### src/rtl/img_dmem_reader.sv
// img_dmem_reader: reads a 28x28 image from DMEM, 16 packed pixels per
// 256-bit word, and streams it one pixel per valid/ready handshake.
// Optional feature macro IMG_RD_PREFETCH_EN: double-buffers DMEM words so the
// next word is fetched while the current one streams, removing the
// FETCH/WAIT bubble between words.
module img_dmem_reader #(
  parameter int unsigned NUM_PIXELS   = 784,
  parameter int unsigned PXL_PER_WORD = 16,
  parameter int unsigned PXL_W        = 16,
  parameter int unsigned ADDR_W       = 7,
  parameter int unsigned BASE_ADDR    = 0
) (
  input  logic                            CLOCK_50,
  input  logic                            rst_n,
  input  logic                            start,
  input  logic                            abort,
  output logic                            busy,
  output logic                            done,
  output logic                            dmem_rden,
  output logic [ADDR_W-1:0]               dmem_rdaddr,
  input  logic [PXL_PER_WORD*PXL_W-1:0]   dmem_rddata,
  output logic                            pxl_valid,
  input  logic                            pxl_ready,
  output logic [PXL_W-1:0]                pxl_data,
  output logic [9:0]                      pxl_index,
  output logic                            pxl_last
);

  localparam int unsigned WORD_W    = PXL_PER_WORD * PXL_W;
  localparam int unsigned NUM_WORDS = NUM_PIXELS / PXL_PER_WORD;
  localparam int unsigned SUB_W     = $clog2(PXL_PER_WORD);

  localparam logic [5:0]       LAST_WORD = 6'(NUM_WORDS - 1);
  localparam logic [SUB_W-1:0] LAST_SUB  = SUB_W'(PXL_PER_WORD - 1);
  localparam logic [9:0]       IDX_LAST  = 10'(NUM_PIXELS - 1);

  typedef enum logic [2:0] {
    S_IDLE,
    S_FETCH,
    S_WAIT,
    S_STREAM,
    S_DONE
  } state_t;

  state_t             state_q, state_d;
  logic [5:0]         word_q, word_d;
  logic [SUB_W-1:0]   sub_q, sub_d;
  logic [9:0]         idx_q, idx_d;
  logic [WORD_W-1:0]  buf_q, buf_d;
`ifdef IMG_RD_PREFETCH_EN
  logic [WORD_W-1:0]  spare_q, spare_d;
  logic               pf_req_q, pf_req_d;
  logic               pf_cap_q, pf_cap_d;
`endif

  // State, counters and word buffer(s)
  always_ff @(posedge CLOCK_50 or negedge rst_n) begin
    if (!rst_n) begin
      state_q  <= S_IDLE;
      word_q   <= '0;
      sub_q    <= '0;
      idx_q    <= '0;
      buf_q    <= '0;
`ifdef IMG_RD_PREFETCH_EN
      spare_q  <= '0;
      pf_req_q <= 1'b0;
      pf_cap_q <= 1'b0;
`endif
    end else begin
      state_q  <= state_d;
      word_q   <= word_d;
      sub_q    <= sub_d;
      idx_q    <= idx_d;
      buf_q    <= buf_d;
`ifdef IMG_RD_PREFETCH_EN
      spare_q  <= spare_d;
      pf_req_q <= pf_req_d;
      pf_cap_q <= pf_cap_d;
`endif
    end
  end

  // Next-state, counter update and output decode
  always_comb begin
    state_d     = state_q;
    word_d      = word_q;
    sub_d       = sub_q;
    idx_d       = idx_q;
    buf_d       = buf_q;
    busy        = 1'b0;
    done        = 1'b0;
    dmem_rden   = 1'b0;
    dmem_rdaddr = ADDR_W'(BASE_ADDR + 32'(word_q));
    pxl_valid   = 1'b0;
`ifdef IMG_RD_PREFETCH_EN
    spare_d     = spare_q;
    pf_req_d    = pf_req_q;
    pf_cap_d    = 1'b0;
    // Read data for a prefetch arrives one cycle after the request
    if (pf_cap_q) spare_d = dmem_rddata;
`endif

    case (state_q)
      S_IDLE: begin
        word_d = '0;
        sub_d  = '0;
        idx_d  = '0;
        if (start) state_d = S_FETCH;
      end
      S_FETCH: begin
        busy      = 1'b1;
        dmem_rden = 1'b1;
        state_d   = S_WAIT;
      end
      S_WAIT: begin
        busy    = 1'b1;
        buf_d   = dmem_rddata;
        state_d = S_STREAM;
      end
      S_STREAM: begin
        busy      = 1'b1;
        pxl_valid = 1'b1;
`ifdef IMG_RD_PREFETCH_EN
        // One prefetch per word, issued on its first STREAM cycle
        if (!pf_req_q && (word_q < LAST_WORD)) begin
          dmem_rden   = 1'b1;
          dmem_rdaddr = ADDR_W'(BASE_ADDR + 32'(word_q) + 32'd1);
          pf_req_d    = 1'b1;
          pf_cap_d    = 1'b1;
        end
`endif
        if (pxl_ready) begin
          if (idx_q != IDX_LAST) idx_d = idx_q + 10'd1;
          if (sub_q == LAST_SUB) begin
            sub_d = '0;
            if (word_q < LAST_WORD) begin
              word_d = word_q + 6'd1;
`ifdef IMG_RD_PREFETCH_EN
              // Swap in the prefetched word and keep streaming
              buf_d    = spare_q;
              pf_req_d = 1'b0;
`else
              state_d = S_FETCH;
`endif
            end else begin
              state_d = S_DONE;
            end
          end else begin
            sub_d = sub_q + SUB_W'(1);
          end
        end
      end
      S_DONE: begin
        done    = 1'b1;
        word_d  = '0;
        sub_d   = '0;
        idx_d   = '0;
        state_d = S_IDLE;
      end
      default: begin
        state_d = S_IDLE;
      end
    endcase

    // Abort overrides everything, including a same-cycle start or handshake
    if (abort) begin
      state_d = S_IDLE;
      word_d  = '0;
      sub_d   = '0;
      idx_d   = '0;
`ifdef IMG_RD_PREFETCH_EN
      pf_req_d = 1'b0;
      pf_cap_d = 1'b0;
`endif
    end
  end

  // Pixel presentation from the active word buffer
  always_comb begin
    pxl_data  = buf_q[32'(sub_q) * PXL_W +: PXL_W];
    pxl_index = idx_q;
    pxl_last  = pxl_valid && (idx_q == IDX_LAST);
  end

endmodule

### config.mk
export PLATFORM = sky130hd
export DESIGN_NAME = img_dmem_reader
export DESIGN_NICKNAME = d
export VERILOG_FILES = /design/src/rtl/img_dmem_reader.sv
export SDC_FILE = /design/constraint.sdc
export NUM_CORES = 1
export LEC_CHECK = 0
export ABC_AREA = 1
export CAP_MARGIN = 20
export CORE_UTILIZATION = 50
export CTS_CLUSTER_DIAMETER = 120
export DETAILED_ROUTE_END_ITERATION = 10
export PLACE_DENSITY_LB_ADDON = 0.25
export SLEW_MARGIN = 30
export SYNTH_ARGS = -nofsm -noshare
export SYNTH_HDL_FRONTEND = slang
export SYNTH_SLANG_ARGS = --single-unit
### constraint.sdc
create_clock -name CLOCK_50 -period 2.7 [get_ports CLOCK_50]
set_input_delay 0.54 -clock CLOCK_50 [delete_from_list [all_inputs] [get_ports CLOCK_50]]
set_output_delay 0.54 -clock CLOCK_50 [all_outputs]
set_load 0.03 [all_outputs]
==> results by group, run 1 <==
Run status
  – Status: finished with violations
  – Failing checks: negative setup slack

Setup path
  – Critical path type: flip-flop to output pin
  – Critical path fanouts, max: 6
  – Setup crit end kind: output pin
  – Launch point of the worst reg-to-reg path: state_q[0]
  – Worst path required time: about 2.2 ns
  – Worst setup SP type: flip-flop
  – Cell count of the worst reg-to-reg path: 4
  – Capturing point of the worst reg2reg path: buf_q[139]
  – Reg-to-reg setup timing slack: roughly 0.6 ns
  – Arrival time of the worst setup path: between 2 and 2.5 ns

Global routing
  – Residual overflow from global routing: 0
  – Vias in the first global route: between 10,000 and 15,000
  – Number of antenna violations at the first check in global routing: 6
  – Overall fraction of global-route tracks in use: about a third
  – Global-route wire length before repair: ~64,000 um
  – Largest net degree at the start of global routing: around 100

Clock network
  – Clock-pin transition on the worst setup and hold timing paths: 0.06 ns
  – Number of CTS-inserted buffers: 30
  – H-Tree Depth: 1
  – Max clock buf depth: 3
  – Cell at the root of the clock tree: sky130_fd_sc_hd__clkbuf_16
  – Clock latency of the later-clocked register in the worst-skew pair: 0.57 ns
  – Clock sink count: between 200 and 300
  – TritonCTS clock tree: done

STA
  – Worst hold margin: approximately 0.50 ns
  – Slew at the pin closest to its max-slew limit: 0.7089 ns
  – Setup repair after global routing missed its margin: true
  – Least setup slack across all paths after layout: -0.1411 ns
  – Setup Viol. Count Final: 16
  – Final-layout setup total negative slack: -1.430 ns
  – Final Hold Fails: 0
  – Final worst path period need: approximately 2.8 ns
  – Tightest slew margin relative to the limit: a little over half
  – Max-slew violations: 0
  – Clk_skew: about 0.022 ns
  – Max frequency: between 300 and 400 MHz
  – Final worst-path cycle share: 105.2%

Floorplan
  – Initial core utilization: 51.44%
  – DIE AREA: 0.02686 sq mm
  – Die height: roughly 160 um
  – Core Box Area: between 0.02 and 0.03 sq mm
  – Std-Cell Rows: 58
  – Width of the die: between 150 and 200 um
  – Ports: about 300

Synthesis
  – Most used DFF post-synth: sky130_fd_sc_hd__dfrtp_1
  – Share of flip-flops with an asynchronous set or reset after synthesis: 100.0%
  – Synth Area in XOR/XNOR: 0.2005%
  – Arithmetic-cell share of the synthesized area counting full adders, half adders and majority gates: less than 1%
  – EDFF count, synth: 0
  – Synthesis-stage register bit count: around 280
  – Compound-Gate Fraction of Synth Area: 14.35%
  – Top post-synthesis cells by area: sky130_fd_sc_hd__dfrtp_1, sky130_fd_sc_hd__mux2_2, sky130_fd_sc_hd__o21ai_0
  – Register area share after synthesis: a little over half
  – Number of unique standard cell types used by synthesis: 33
  – Top cells by count, synth: sky130_fd_sc_hd__dfrtp_1, sky130_fd_sc_hd__mux2_2, sky130_fd_sc_hd__nor2_1
  – Syn Std Cell Area: around 0.013 sq mm
  – Post-synthesis average cell area: approximately 10 sq um
  – Multiplexer area fraction after synthesis: between 10% and 20%
  – Proportion of netlist area held by the largest area contributor: 53.28%
  – Syn. warnings: 0
  – Number of nets produced by synthesis: around 1,600
  – Leading cell type by number of instances after synthesis: sky130_fd_sc_hd__dfrtp_1
  – Number of standard cells after synthesis: 1,289
  – Dominant cell type by area after synthesis: sky130_fd_sc_hd__dfrtp_1
  – Main combinational cell family by area after synthesis: multiplexers
  – Area fraction in and, or, nand and nor cells after synthesis: a little under a tenth

Worst hold path
  – Hold endpoint: buf_q[106]
  – Classification of the worst-slack hold path: flip-flop to flip-flop
  – Hold depth: 1
  – Hold path start: buf_q[106]

Placement
  – Number of buffer cells added on primary ports: about 300
  – HPWL Detailed: just under 30,000 um
  – Final RePlAce weighted congestion: approximately 0.94

Power and ir drop
  – Areal power density over the cells: 1178 mW/mm^2
  – Maximum vdd drop: 0.7176 mV
  – Tot Pwr: 0.02186 W
  – Leak: 7.894 nW

Detailed routing
  – Residual DRC: 0
  – DRC violation total after the first TritonRoute iteration: 1,239
  – Vias per Instance: around 5.9
  – Routed vias: between 10,000 and 15,000
  – Number of optimization iterations in the first detailed-route pass: 5
  – Routed wirelength normalized by instance count: between 20 and 25 um
  – WL final: roughly 45,000 um
  – Post-route antenna net violation count: 0

Layout
  – Finished Core Util: between 70% and 80%
  – Area added between synthesis and finish: 41.64%
  – Net count reported at finish: 1,848
  – Proportion of layout cells with a drive suffix above 1: 25.75%
  – Number of fill cells: 1,726

Flow run
  – Maximum capacitance violations: 0
## state kept, by name, summed over array words and instances (netlist names)
name / count
buf_q: 256
sub_q: 4
pxl_index: 10
word_q: 6
state_q: 3
## report_power, final
group / switching, W / leakage (nW) / internal [W]
Sequential: 0.00119 / 3.25 / 0.00619
Clock: 0.00175 / 0.521 / 0.00259
Combinational: 0.00547 / 4.13 / 0.00467
Total: 0.00841 / 7.89 / 0.0134
## layout by cell type, fill, tap and decap left out, drive strengths merged
master / netlist / layout
buf: 59 / 65
bufbuf: 0 / 1
diode: 0 / 5
nor4: 1 / 1
bufinv: 0 / 4
dlygate4sd3: 0 / 1
clkinv: 3 / 14
nand4: 7 / 7
nand2: 72 / 72
ha: 3 / 3
nor2: 153 / 153
a21oi: 129 / 129
inv: 88 / 88
dfrtp: 279 / 279
clkinvlp: 0 / 1
nor3: 3 / 3
o21ai: 144 / 144
nand3: 52 / 52
mux2: 192 / 192
clkdlybuf4s50: 0 / 276
xor2: 3 / 3
clkbuf: 30 / 45
or2: 2 / 2
nor3b: 2 / 2
a22oi: 1 / 1
dlymetal6s2s: 0 / 1
conb: 1 / 1
o211ai: 65 / 65
dlygate4sd2: 0 / 3
## metal layers
layer  GRT usage, %  up-vias  part of all wire, %
met5              0        -                0.031
met4          12.88        2                  4.1
met3          8.535      111                   11
met2          46.88      622                   45
met1          44.54     5601                   40
li1               -     5034                    -
## worst max-delay path, stage by stage (launching register included)
cell and delay [ns]:
sky130_fd_sc_hd__dfrtp_4 0.51, sky130_fd_sc_hd__buf_12 0.17, sky130_fd_sc_hd__buf_16 0.15, sky130_fd_sc_hd__buf_12 0.15, sky130_fd_sc_hd__a21oi_4 0.12, sky130_fd_sc_hd__o21ai_2 0.10
sky130_fd_sc_hd__o211ai_1 0.14, sky130_fd_sc_hd__nand3_1 0.14, sky130_fd_sc_hd__nand2_2 0.12, sky130_fd_sc_hd__buf_12 0.12
## cell families (layout without fill, tap and decap cells)
family | after synthesis | in the layout
buffers and inverters | 180 | 499
adder cells (fa/ha/maj) | 3 | 3
AND/OR/NAND/NOR | 292 | 292
XOR/XNOR | 3 | 3
AO/OA/AOI/OAI | 339 | 339
other | 1 | 6
multiplexers | 192 | 192
flip-flops | 279 | 279
## how the worst max path moves through the flow
stage | from | endpoint
floorplan | pxl_index[1] | pxl_last
detailed placement | sub_q[1] | pxl_data[10]
finish | sub_q[0] | pxl_data[6]
global route | sub_q[0] | pxl_data[9]
CTS | sub_q[0] | pxl_data[11]
global placement | sub_q[1] | pxl_data[10]
## cell type report
type / count / area [sq um] / share of cell area [%]
clock inverter: 16 / 197.7 / 1.065
clock buffer: 40 / 848.3 / 4.571
multi-input combinational: 830 / 5801 / 31.25
sequential: 279 / 6989 / 37.66
timing repair buffer: 352 / 3930 / 21.18
antenna: 5 / 12.51 / 0.06742
tap: 330 / 412.9 / 2.225
inverter: 91 / 367.9 / 1.982
## timing repair
item                                    CTS  global route
pin swaps                                18            46
gates resized for setup                  75           117
cloned                                    6             5
hold buffers                              1             0
setup buffers                             6             6
endpoints found under the setup margin   19            17
hold endpoints to repair                 52             0
## stage by stage
| stage | cell area [sq um] | instances | setup slack, ns |
|---|---|---|---|
| 6_report | 18560 | 1943 | -0.1411 |
| 5_1_grt | 18560 | 1943 | -0.1877 |
| 4_1_cts | 18000 | 1929 | -0.1556 |
| 3_5_place_dp | 16570 | 1860 | 0.2114 |
| 3_3_place_gp | 16570 | 1860 | 0.2384 |
| 2_1_floorplan | 13100 | 1289 | 0.2603 |
Power figures use the tool's default switching activity.
==> run 2: changes to the inputs <==
--- a/config.mk
+++ b/config.mk
@@ -10,6 +10,7 @@
 export CORE_UTILIZATION = 50
 export CTS_CLUSTER_DIAMETER = 120
 export DETAILED_ROUTE_END_ITERATION = 10
+export GPL_ROUTABILITY_DRIVEN = 0
 export PLACE_DENSITY_LB_ADDON = 0.25
 export SLEW_MARGIN = 30
 export SYNTH_ARGS = -nofsm -noshare
==> run 2 against run 1 <==
Effect of this change: largest power group unchanged; the flow still finishes with violations (negative setup slack); clock skew is 0.0087 ns lower; total power decreased by 1.6%; global-route usage decreased by 1.2 points; sequential cell count unchanged; critical path type unchanged; highest routed layer is now met4; maximum frequency down 1.1%.
==> results by group, run 2 (synthesis results as in run 1) <==
Run status
  – Status: finished with violations
  – Failing checks: negative setup slack

STA
  – Worst hold margin: around 0.5 ns
  – Final worst-path cycle share: 106.4%
  – Final worst path period need: 2.872 ns
  – Setup Viol. Count Final: 16
  – Max frequency: approximately 350 MHz
  – Slew at the pin closest to its max-slew limit: about 0.7 ns
  – Final-layout setup total negative slack: -1.828 ns
  – Clk_skew: 0.01375 ns
  – Setup repair after global routing missed its margin: true
  – Least setup slack across all paths after layout: -0.1720 ns
  – Max-slew violations: 0
  – Final Hold Fails: 0
  – Tightest slew margin relative to the limit: 53.22%

Flow run
  – Maximum capacitance violations: 0

Setup path
  – Setup crit end kind: output pin
  – Arrival time of the worst setup path: approximately 2.3 ns
  – Critical path type: flip-flop to output pin
  – Critical path fanouts, max: 6
  – Worst path required time: 2.16 ns
  – Worst setup SP type: flip-flop

Clock network
  – Clock sink count: 279
  – TritonCTS clock tree: done
  – Clock latency of the later-clocked register in the worst-skew pair: roughly 0.56 ns
  – Clock-pin transition on the worst setup and hold timing paths: about 0.060 ns
  – Max clock buf depth: 3
  – Cell at the root of the clock tree: sky130_fd_sc_hd__clkbuf_16
  – H-Tree Depth: 1
  – Number of CTS-inserted buffers: 29

Layout
  – Number of fill cells: 1,794
  – Register bank with the most flops: buf_q
  – Most common cell after layout, fill and taps aside: sky130_fd_sc_hd__dfrtp_1
  – Net count reported at finish: 1,848
  – Number of flip-flops in the largest register: approximately 260
  – Proportion of layout cells with a drive suffix above 1: 24.58%
  – Top library cells by usage in the layout, fill and taps aside: sky130_fd_sc_hd__dfrtp_1, sky130_fd_sc_hd__clkdlybuf4s50_1, sky130_fd_sc_hd__mux2_2, sky130_fd_sc_hd__nor2_1, sky130_fd_sc_hd__a21oi_1
  – Area added between synthesis and finish: 40.33%

Worst hold path
  – Classification of the worst-slack hold path: flip-flop to flip-flop

Detailed routing
  – Routed wirelength normalized by instance count: between 20 and 25 um
  – Residual DRC: 0
  – Routed vias: between 10,000 and 15,000
  – Post-route antenna net violation count: 0
  – WL final: roughly 43,000 um
  – Number of optimization iterations in the first detailed-route pass: 6
  – Vias per Instance: between 5 and 6
  – DRC violation total after the first TritonRoute iteration: approximately 1,100

Power and ir drop
  – Leak: 7.855 nW
  – Areal power density over the cells: between 1000 and 1500 mW/mm^2
  – Maximum vdd drop: about 0.76 mV
  – Tot Pwr: between 0.02 and 0.025 W

Floorplan
  – Die height: around 160 um
  – Width of the die: between 150 and 200 um
  – Std-Cell Rows: 58
  – Core Box Area: about 0.025 sq mm
  – Ports: 299
  – Initial core utilization: about half
  – DIE AREA: between 0.02 and 0.03 sq mm

Global routing
  – Vias in the first global route: ~11,000
  – Largest net degree at the start of global routing: 110
  – Global-route wire length before repair: about 60,000 um
  – Residual overflow from global routing: 0
  – Number of antenna violations at the first check in global routing: 5
  – Overall fraction of global-route tracks in use: a little under a third

Placement
  – HPWL Detailed: 29,250 um
  – Number of buffer cells added on primary ports: around 300
## run 2: cell count changes in the layout (fill, tap and decap cells not counted), moves of 4 or more
cell | before | now
sky130_fd_sc_hd__a21oi_1 | 95 | 111
sky130_fd_sc_hd__a21oi_4 | 16 | 2
sky130_fd_sc_hd__nor2_1 | 148 | 140
sky130_fd_sc_hd__o21ai_1 | 35 | 49
sky130_fd_sc_hd__nor2_2 | 3 | 9
sky130_fd_sc_hd__buf_4 | 25 | 21
sky130_fd_sc_hd__o21ai_2 | 25 | 16
## run 2: routing by layer
layer | share of wire [%] | vias to the layer above | GRT usage (%)
li1 | - | 5033 | -
met1 | 42 | 5507 | 44.31
met2 | 43 | 586 | 43.26
met3 | 9.8 | 112 | 7.348
met4 | 4.8 | 0 | 14.31
met5 | 0 | - | 0
## run 2: metrics by stage
| stage | cells | worst slack, ns | cell area (sq um) | util [%] |
|---|---|---|---|---|
| finish | 1942 | -0.1720 | 18390 | 72.18 |
| global route | 1942 | -0.1748 | 18390 | 72.18 |
| CTS | 1927 | -0.1053 | 18000 | 70.65 |
| detailed placement | 1858 | 0.2330 | 16570 | 65.06 |
| global placement | 1858 | 0.2749 | 16570 | 65.06 |
| floorplan | 1289 | 0.2603 | 13100 | - |
## run 2: path summary, 6_finish.rpt
path,slack [ns],to,startpoint,depth (start not counted)
setup / recovery,-0.17,pxl_data[14],sub_q[0],9
hold / removal,0.50,buf_q[98],buf_q[98],1
setup reg to reg,0.57,word_q[2],sub_q[0],11
hold reg to reg,0.50,buf_q[98],buf_q[98],1
max in group asynchronous,1.44,buf_q[29],rst_n,3
min in group asynchronous,0.53,pxl_index[2],rst_n,2
## run 2: layout make-up
cell class / count / area, sq um / area share [%]
clock buffers: 40 / 837.1 / 4.553
repair buffers: 352 / 3951 / 21.49
repair inverters: 1 / 11.26 / 0.06125
inverters: 91 / 367.9 / 2.001
flip-flops and latches: 279 / 6989 / 38.01
clock inverters: 14 / 206.4 / 1.123
multi-input cells: 830 / 5598 / 30.45
well taps: 330 / 412.9 / 2.246
diodes: 5 / 12.51 / 0.06805
## run 2: where the power goes
group	switching [W]	internal [W]
Clock	0.00172	0.00265
Sequential	0.00120	0.00619
Combinational	0.00517	0.00458
## run 2: critical path, cell delays in order, from the launching register on
cell and delay (ns):
sky130_fd_sc_hd__dfrtp_4 0.49, sky130_fd_sc_hd__buf_12 0.16, sky130_fd_sc_hd__buf_12 0.15, sky130_fd_sc_hd__clkinv_16 0.07
sky130_fd_sc_hd__buf_16 0.12, sky130_fd_sc_hd__nor2_4 0.03, sky130_fd_sc_hd__o211ai_1 0.30, sky130_fd_sc_hd__nand3_1 0.17
sky130_fd_sc_hd__nand2_2 0.15, sky130_fd_sc_hd__buf_12 0.13
## run 2: repair_timing
action,in CTS,in global routing
setup buffers,11,4
setup endpoints to repair,19,18
resized for setup,87,76
cloned,3,7
pin swaps,16,37
hold endpoints to repair,60,0
hold buffers,1,0
